===== config.mk =====
export PLATFORM = sky130hd
export DESIGN_NAME = uart_bus_bridge
export DESIGN_NICKNAME = d
export VERILOG_FILES = /design/src/rtl/uart_bus_bridge.sv
export SDC_FILE = /design/constraint.sdc
export NUM_CORES = 1
export LEC_CHECK = 0
export BUFFER_PORTS_ARGS = -buffer_cell sky130_fd_sc_hd__buf_4
export CAP_MARGIN = 10
export CORE_UTILIZATION = 59
export DETAILED_ROUTE_END_ITERATION = 12
export PLACE_DENSITY = 0.78
export SETUP_SLACK_MARGIN = 0.05
export SYNTH_ARGS = -nofsm -noshare
export SYNTH_HDL_FRONTEND = slang
export SYNTH_SLANG_ARGS = --single-unit

===== constraint.sdc =====
create_clock -name clk -period 6.4 [get_ports clk]
set_input_delay 0.32 -clock clk [delete_from_list [all_inputs] [get_ports clk]]
set_output_delay 0.32 -clock clk [all_outputs]
set_load 0.005 [all_outputs]

===== src/rtl/uart_bus_bridge.sv =====
// uart_bus_bridge: turns framed UART commands into single 32-bit memory
// reads/writes and streams the response back through the UART transmitter.
module uart_bus_bridge #(
  parameter int unsigned TIMEOUT_CYCLES = 32'd12000000
) (
  input  logic        clk,
  input  logic        reset,
  input  logic [7:0]  rx_data,
  input  logic        rx_avail,
  input  logic        rx_error,
  output logic        rx_ack,
  output logic [7:0]  tx_data,
  output logic        tx_wr,
  input  logic        tx_busy,
  output logic [31:0] mem_addr,
  output logic [31:0] mem_wdata,
  output logic [3:0]  mem_wmask,
  output logic        mem_rstrb,
  input  logic [31:0] mem_rdata,
  input  logic        mem_rbusy,
  input  logic        mem_wbusy,
  output logic        active
);

  localparam logic [7:0] CMD_WRITE = 8'h57;
  localparam logic [7:0] CMD_READ  = 8'h52;
  localparam logic [7:0] RESP_OK   = 8'h4B;
  localparam logic [7:0] RESP_UNK  = 8'h3F;

  typedef enum logic [3:0] {
    ST_IDLE        = 4'd0,
    ST_GET_ADDR    = 4'd1,
    ST_GET_DATA    = 4'd2,
    ST_BUS_WR      = 4'd3,
    ST_BUS_WR_WAIT = 4'd4,
    ST_BUS_RD      = 4'd5,
    ST_BUS_RD_WAIT = 4'd6,
    ST_SEND        = 4'd7,
    ST_SEND_WAIT   = 4'd8
  } state_t;

  state_t      r_state, w_state_nxt;
  logic        r_is_write, w_is_write_nxt;
  logic [1:0]  r_byte_cnt, w_byte_cnt_nxt;
  logic [31:0] r_addr, w_addr_nxt;
  logic [31:0] r_data, w_data_nxt;
  logic [31:0] r_resp, w_resp_nxt;
  logic [2:0]  r_resp_left, w_resp_left_nxt;
  logic        r_seen_busy, w_seen_busy_nxt;
  logic [31:0] r_timer, w_timer_nxt;
  logic        r_rx_ack, w_rx_ack_nxt;
  logic        r_tx_wr, w_tx_wr_nxt;
  logic [7:0]  r_tx_data, w_tx_data_nxt;
  logic [31:0] r_mem_addr, w_mem_addr_nxt;
  logic [31:0] r_mem_wdata, w_mem_wdata_nxt;
  logic [3:0]  r_mem_wmask, w_mem_wmask_nxt;
  logic        r_mem_rstrb, w_mem_rstrb_nxt;
  logic        r_active;

  // The receiver needs one cycle to clear after an ack, so nothing is taken while rx_ack is high.
  logic        w_take_err, w_take_byte, w_timed_out;
  logic [31:0] w_addr_shift, w_data_shift;

  assign w_take_err   = rx_error & ~r_rx_ack;
  assign w_take_byte  = rx_avail & ~rx_error & ~r_rx_ack;
  assign w_timed_out  = (TIMEOUT_CYCLES != 32'd0) && (r_timer == TIMEOUT_CYCLES);
  assign w_addr_shift = {r_addr[23:0], rx_data};
  assign w_data_shift = {r_data[23:0], rx_data};

  // Next-state and next-output logic for the frame / bus / response sequencer.
  always_comb begin
    w_state_nxt      = r_state;
    w_is_write_nxt   = r_is_write;
    w_byte_cnt_nxt   = r_byte_cnt;
    w_addr_nxt       = r_addr;
    w_data_nxt       = r_data;
    w_resp_nxt       = r_resp;
    w_resp_left_nxt  = r_resp_left;
    w_seen_busy_nxt  = r_seen_busy;
    w_timer_nxt      = r_timer;
    w_rx_ack_nxt     = 1'b0;
    w_tx_wr_nxt      = 1'b0;
    w_tx_data_nxt    = r_tx_data;
    w_mem_addr_nxt   = r_mem_addr;
    w_mem_wdata_nxt  = r_mem_wdata;
    w_mem_wmask_nxt  = 4'h0;
    w_mem_rstrb_nxt  = 1'b0;

    case (r_state)
      ST_IDLE: begin
        if (w_take_err) begin
          w_rx_ack_nxt = 1'b1;
        end else if (w_take_byte) begin
          w_rx_ack_nxt   = 1'b1;
          w_byte_cnt_nxt = 2'd0;
          w_timer_nxt    = 32'd0;
          if (rx_data == CMD_WRITE) begin
            w_is_write_nxt = 1'b1;
            w_state_nxt    = ST_GET_ADDR;
          end else if (rx_data == CMD_READ) begin
            w_is_write_nxt = 1'b0;
            w_state_nxt    = ST_GET_ADDR;
          end else begin
            w_resp_nxt      = {RESP_UNK, 24'h000000};
            w_resp_left_nxt = 3'd1;
            w_state_nxt     = ST_SEND;
          end
        end else begin
          w_state_nxt = ST_IDLE;
        end
      end
      ST_GET_ADDR: begin
        if (w_take_err) begin
          w_rx_ack_nxt = 1'b1;
          w_state_nxt  = ST_IDLE;
        end else if (w_take_byte) begin
          w_rx_ack_nxt   = 1'b1;
          w_timer_nxt    = 32'd0;
          w_addr_nxt     = w_addr_shift;
          w_byte_cnt_nxt = r_byte_cnt + 2'd1;
          if (r_byte_cnt == 2'd3) begin
            if (r_is_write) begin
              w_state_nxt = ST_GET_DATA;
            end else begin
              w_mem_addr_nxt = {w_addr_shift[31:2], 2'b00};
              w_state_nxt    = ST_BUS_RD;
            end
          end else begin
            w_state_nxt = ST_GET_ADDR;
          end
        end else if (w_timed_out) begin
          w_state_nxt = ST_IDLE;
        end else begin
          w_timer_nxt = r_timer + 32'd1;
        end
      end
      ST_GET_DATA: begin
        if (w_take_err) begin
          w_rx_ack_nxt = 1'b1;
          w_state_nxt  = ST_IDLE;
        end else if (w_take_byte) begin
          w_rx_ack_nxt   = 1'b1;
          w_timer_nxt    = 32'd0;
          w_data_nxt     = w_data_shift;
          w_byte_cnt_nxt = r_byte_cnt + 2'd1;
          if (r_byte_cnt == 2'd3) begin
            w_mem_addr_nxt  = {r_addr[31:2], 2'b00};
            w_mem_wdata_nxt = w_data_shift;
            w_state_nxt     = ST_BUS_WR;
          end else begin
            w_state_nxt = ST_GET_DATA;
          end
        end else if (w_timed_out) begin
          w_state_nxt = ST_IDLE;
        end else begin
          w_timer_nxt = r_timer + 32'd1;
        end
      end
      ST_BUS_WR: begin
        w_mem_wmask_nxt = 4'hF;
        w_state_nxt     = ST_BUS_WR_WAIT;
      end
      ST_BUS_WR_WAIT: begin
        if (!mem_wbusy) begin
          w_resp_nxt      = {RESP_OK, 24'h000000};
          w_resp_left_nxt = 3'd1;
          w_state_nxt     = ST_SEND;
        end else begin
          w_state_nxt = ST_BUS_WR_WAIT;
        end
      end
      ST_BUS_RD: begin
        w_mem_rstrb_nxt = 1'b1;
        w_state_nxt     = ST_BUS_RD_WAIT;
      end
      ST_BUS_RD_WAIT: begin
        if (!mem_rbusy) begin
          w_resp_nxt      = mem_rdata;
          w_resp_left_nxt = 3'd4;
          w_state_nxt     = ST_SEND;
        end else begin
          w_state_nxt = ST_BUS_RD_WAIT;
        end
      end
      ST_SEND: begin
        if (!tx_busy) begin
          w_tx_data_nxt   = r_resp[31:24];
          w_tx_wr_nxt     = 1'b1;
          w_resp_nxt      = {r_resp[23:0], 8'h00};
          w_resp_left_nxt = r_resp_left - 3'd1;
          w_seen_busy_nxt = 1'b0;
          w_state_nxt     = ST_SEND_WAIT;
        end else begin
          w_state_nxt = ST_SEND;
        end
      end
      ST_SEND_WAIT: begin
        // tx_busy may not yet reflect our own tx_wr pulse, so that cycle is skipped.
        if (r_tx_wr) begin
          w_state_nxt = ST_SEND_WAIT;
        end else if (!r_seen_busy) begin
          w_seen_busy_nxt = tx_busy;
        end else if (!tx_busy) begin
          w_state_nxt = (r_resp_left != 3'd0) ? ST_SEND : ST_IDLE;
        end else begin
          w_state_nxt = ST_SEND_WAIT;
        end
      end
      default: begin
        w_state_nxt = ST_IDLE;
      end
    endcase
  end

  // State and output registers with synchronous reset.
  always_ff @(posedge clk) begin
    if (reset) begin
      r_state     <= ST_IDLE;
      r_is_write  <= 1'b0;
      r_byte_cnt  <= 2'd0;
      r_addr      <= 32'd0;
      r_data      <= 32'd0;
      r_resp      <= 32'd0;
      r_resp_left <= 3'd0;
      r_seen_busy <= 1'b0;
      r_timer     <= 32'd0;
      r_rx_ack    <= 1'b0;
      r_tx_wr     <= 1'b0;
      r_tx_data   <= 8'd0;
      r_mem_addr  <= 32'd0;
      r_mem_wdata <= 32'd0;
      r_mem_wmask <= 4'h0;
      r_mem_rstrb <= 1'b0;
      r_active    <= 1'b0;
    end else begin
      r_state     <= w_state_nxt;
      r_is_write  <= w_is_write_nxt;
      r_byte_cnt  <= w_byte_cnt_nxt;
      r_addr      <= w_addr_nxt;
      r_data      <= w_data_nxt;
      r_resp      <= w_resp_nxt;
      r_resp_left <= w_resp_left_nxt;
      r_seen_busy <= w_seen_busy_nxt;
      r_timer     <= w_timer_nxt;
      r_rx_ack    <= w_rx_ack_nxt;
      r_tx_wr     <= w_tx_wr_nxt;
      r_tx_data   <= w_tx_data_nxt;
      r_mem_addr  <= w_mem_addr_nxt;
      r_mem_wdata <= w_mem_wdata_nxt;
      r_mem_wmask <= w_mem_wmask_nxt;
      r_mem_rstrb <= w_mem_rstrb_nxt;
      r_active    <= (w_state_nxt != ST_IDLE);
    end
  end

  assign rx_ack    = r_rx_ack;
  assign tx_data   = r_tx_data;
  assign tx_wr     = r_tx_wr;
  assign mem_addr  = r_mem_addr;
  assign mem_wdata = r_mem_wdata;
  assign mem_wmask = r_mem_wmask;
  assign mem_rstrb = r_mem_rstrb;
  assign active    = r_active;

endmodule


== Yosys cells after proc, flatten, opt, wreduce, memory -nomap -nowiden ==
Index checks and enable logic that the tools add are counted.
Cells by class
  reduce and logical (&&, ||, !) cells: 22
  bitwise logic cells: 9
  multipliers: 0
  div/mod/pow operators: 0
  add/sub/neg operators: 3
  muxes and demuxes: 66
  shifts and indexed selects: 0
  $lt $le $gt $ge: 0
  eq/ne operators: 30
Operator list (number)
  $mux W32: 19
  $pmux W32 S2: 2
  $pmux W32 S4: 1
  $mux W4: 13
  $pmux W4 S9: 1
  $mux W3: 11
  $add A32 B1 Y32 const B: 1
  $eq A32 B24 Y1 const B: 1
  $ne A2 B2 Y1 const B: 16
  $eq A4 B3 Y1 const B: 4
  $eq A8 B7 Y1 const B: 2
  $reduce_and A8 Y1: 2
  $pmux W3 S4: 1
  $mux W1: 11
  $mux W2: 5
  $reduce_and A5 Y1: 2
  $reduce_and A3 Y1: 3
  $eq A4 B2 Y1 const B: 2
  $reduce_and A4 Y1: 2
  $reduce_bool A2 Y1: 4
  $reduce_bool A4 Y1: 2
  $not A1 Y1: 6
  $reduce_or A2 Y1: 3
  $eq A4 B1 Y1 const B: 1
  13 further kinds: 15
Word-level totals
  register bits after elaboration: 211
  memories kept: 0
  bits in latches: 0
  RAM bits: 0
  bits of input ports: 47
  bits in read-only memories: 0

== Depth between registers and ports, before layout ==
  word-level depth: 7
  mapped depth: 9
  mapped depth without buffers: 7

== Worst setup path after synthesis ==
No wires, ideal clock.
  path type: register to register
  start point: register r_state[3]
  end point: register r_timer[31]
  data required time: 6.330 ns
  setup time: 0.070 ns
  arrival: 2.012 ns
  path slack: 4.317 ns
  clock period less this slack: 2.083 ns
  buffers on the path: 2
  cell stages (with the launch flop): 8
  cells stage by stage: dfxtp_1 buf_2 or2_2 clkbuf_2 a2111o_1 nor3_2 or4b_1 a21oi_1
Between the ends
  cells in the longest elaborated chain, start to end: 4
  elaborated cells on any way between the ends: 11
  those cells by class: eq/ne (6); mux (1); reduce/logical (4)
Ends and longest elaborated chain
  from (decl): RTL line 42  | state_t r_state, w_state_nxt;
  from (signal assigned): RTL line 236  | r_state <= w_state_nxt;
  $eq A4 B2 Y1 / $eq A4 B1 Y1 (equally long branches): RTL line 89  | case (r_state)
  $reduce_or A2 Y1 (no line)
  $ne A3 B3 Y1 (no line) (tied with other cells)
  $reduce_and A5 Y1 (no line)
  to (signal assigned): RTL line 244  | r_timer <= w_timer_nxt;
  to (decl): RTL line 50  | logic [31:0] r_timer, w_timer_nxt;
Several ways; a longest one is shown, not always the timed one.
A chain may end at the register's enable or synchronous reset.

== Worst setup path after layout ==
  start point: register r_state[1]
  end point: register r_mem_wdata[21] (netlist: mem_wdata[21])
Between the ends
  cells in the longest elaborated chain, start to end: 2
Ends and longest elaborated chain
  $eq A4 B2 Y1: RTL line 89
  $reduce_and A4 Y1 (no line)
  to (signal assigned): RTL line 249  | r_mem_wdata <= w_mem_wdata_nxt;
  to (decl): RTL line 55  | logic [31:0] r_mem_wdata, w_mem_wdata_nxt;
Every way passes these cells.

==> results.md <==
- Run status: completed
- Routed WL per cell: 15.1 um
- Cell area power density: 269 nW/um2
- Vias in the first global route: 6,689
- WP data arrival: 3820 ps
- Post-route setup TNS: 0 ps
- Async set-reset flop share out of synthesis: 0
- Cells after synthesis: 1,051
- Worst EP required: 6810 ps
- Pre-CTS setup slack: 2770 ps
- Core area: 14,100 um2
- Fmax: 294 MHz
- Post-DRT Antenna Nets: 0
- Die X: 123 um
- Cell taking the most area after synthesis: dfxtp_1
- NumNets Final: 1,177
- CTS tree: built
- Post-CTS setup buffer count: 0
- Cell variety after synth: 63
- Deepest clock path buffer count: 3
- N_diodes: 0
- Seq/Total Area, Yosys: 0.476
- Boundary Pins: 127
- Main combinational cell family by area after synthesis: simple AND/OR/NAND/NOR gates
- Synthesis-stage register bit count: 206
- Initial Util: 0.615
- Area taken by multi-input logic gates: 4210 um2
- Peak VDD IR: 253 uV
- Post-layout minimum cycle time: 3400 ps
- Post-synth EDFFs: 0
- Synth Area in XOR/XNOR: 0.0242
- First-pass GRT wire length: 32,000 um
- Mux cell area share after synthesis: 0.0346
- Inst Count DP: 1,280
- Hold buffers post-CTS: 0
- GPL Wtd Cong: 0.864
- Sink Count: 206
- Vias per cell: 5.73
- Adder-Cell Fraction of Synth Area: 0.00722
- Hpwl dp: 12,600 um
- Layout Area Growth over Synthesis: 18.6%
- Synth Flop Type: dfxtp_1
- Post-cts sizing count: 0
- Post-layout util: 0.730
- Layout fillers: 1,167
- GRT Overall Usage: 0.259
- Worst skew pair latency: 500 ps
- Die area: 15,200 um2
- Share of layout cells above drive strength 1: 0.158
- Final hold viol count: 0
- Core Rows: 43
- Worst-margin pin slew: 1100 ps
- Commonest non-fill, non-tap cell in the layout: nand2_1
- Final setup violation count: 0
- Post-synthesis cell area: 8670 um2
- Pwr Total: 2.77 mW
- Post-Route WL: 19,900 um
- Commonest non-fill, non-tap cells in the layout: nand2_1 (224), dfxtp_1 (206), buf_4 (130)
- Synth top area cells: dfxtp_1 (48%), nand2_1 (9.7%), a21oi_1 (7.0%), nor2_1 (4.4%), mux2i_1 (3.5%)
- Yosys top cell area share: 0.476
- Rel. slew slack: 0.265
- H-tree depth: 1
- GRT overflow: 0
- Peak fanout along the critical path: 31
- Port Buf Inserts: 124
- CP startpoint kind: flop
- Min-delay worst type: input pin to flop
- Simple-gate area share of the yosys netlist: 0.235
- Largest net degree at the start of global routing: 101
- Ys Warns: 0
- Initial antenna violation count: 0
- Number of max-cap violations: 0
- Leak pwr: 3.59 nW
- DRT iter0 DRCs: 652
- DP Area: 9580 um2
- Via Count: 7,565
- RSZ-0062 raised after global routing: no
- Root buffer cell: clkbuf_16
- TritonCTS buffer count: 22
- DR pass1 iterations: 5
- DRC: 0
- DIE HEIGHT: 123 um
- Clk slew on worst S/H paths: 60 ps
- Post-Layout Cell Count: 1,320
- Clk_skew: 9.11 ps
- Sequential Area: 4120 um2
- Fin. max-slew vios: 0
- Post-Layout Inst Area: 10,300 um2
- Tcrit/Tclk final: 0.532
- Avg Cell Area, Syn: 8.25 um2
- Path type of the worst setup path: flop to flop
- Setup ws final: 3000 ps
- Synth Area in Compound Gates: 0.180
- Worst hold slack: 85.3 ps
- CP Capture Type: flop
-- final cells by class --
type	count	area share
Tap cell	180	0.0219
Multi-Input combinational cell	753	0.410
Timing Repair Buffer	131	0.0963
Clock inverter	9	0.00754
Inverter	11	0.00401
Clock buffer	30	0.0595
Sequential cell	206	0.401
-- sequential cells by signal, summed over array words and instances (netlist names), 2 cells and up --
name	flops
mem_addr	30
mem_wdata	32
r_addr	32
r_byte_cnt	2
r_data	24
r_resp	32
r_resp_left	3
r_state	4
r_timer	32
tx_data	8
-- worst max-delay path: stages (launching register included) --
cell,delay (ps)
dfxtp_1,650
nor4b_4,300
buf_4,500
nand2_1,630
nor2_2,760
buf_8,240
nand2_1,90
a21oi_1,140
-- path summary, 6_finish.rpt --
| path | start | endpoint | slack (ps) | cells past startpoint |
|---|---|---|---|---|
| worst max-delay path | r_state[1] | mem_wdata[21] | 3000 | 7 |
| worst min-delay path | mem_rdata[2] | r_resp[2] | 90 | 3 |
| worst max register to register | r_state[1] | mem_wdata[21] | 3000 | 7 |
| worst min register to register | r_resp[2] | r_resp[2] | 450 | 2 |
-- layer usage --
layer | global-route usage | routed length (um) | vias to the layer above
li1 | - | - | 3827
met1 | 0.347 | 9160 | 3512
met2 | 0.433 | 9420 | 193
met3 | 0.0434 | 992 | 33
met4 | 0.0617 | 320 | 0
met5 | 0 | 0 | -
-- kinds of logic (layout without fill, tap and decap cells) --
| family | Yosys count | after routing |
|---|---|---|
| AOI/OAI and AO/OA | 243 | 243 |
| muxes | 30 | 30 |
| other | 1 | 2 |
| xor gates and xnor gates | 24 | 24 |
| buffers and inverters | 93 | 181 |
| DFF | 206 | 206 |
| adders and majority gates | 5 | 5 |
| and+or+nand+nor | 449 | 449 |
-- report_power, final --
group          leakage [nW]  internal [mW]  switching [mW]  total [mW]
clock                 0.332          0.710           0.500        1.21
sequential             1.66           1.30          0.0194        1.32
combinational          1.59         0.0825           0.153       0.235
total                  3.59           2.09           0.672        2.77
-- synth_stat cells, types with 3 or more instances --
library cell	instances
a2bb2oi_1	20
a221oi_1	4
buf_4	5
nand3_1	23
ha_1	5
inv_1	11
o31ai_1	4
xnor2_1	11
a31oi_1	6
nand2_1	224
nor2b_1	4
clkbuf_1	68
buf_2	6
o22ai_1	5
or3_1	6
a41o_1	3
o21ai_0	9
a22oi_1	19
nand2b_1	8
nor3_1	14
o221ai_1	3
nor4b_1	3
nand4_1	14
xor2_1	13
and3_1	9
and2_1	8
a211oi_1	31
and4_1	6
a21oi_1	121
nor2_1	101
dfxtp_1	206
nor4_1	11
mux2i_1	30
No activity file was read; power rests on OpenSTA's default activity.
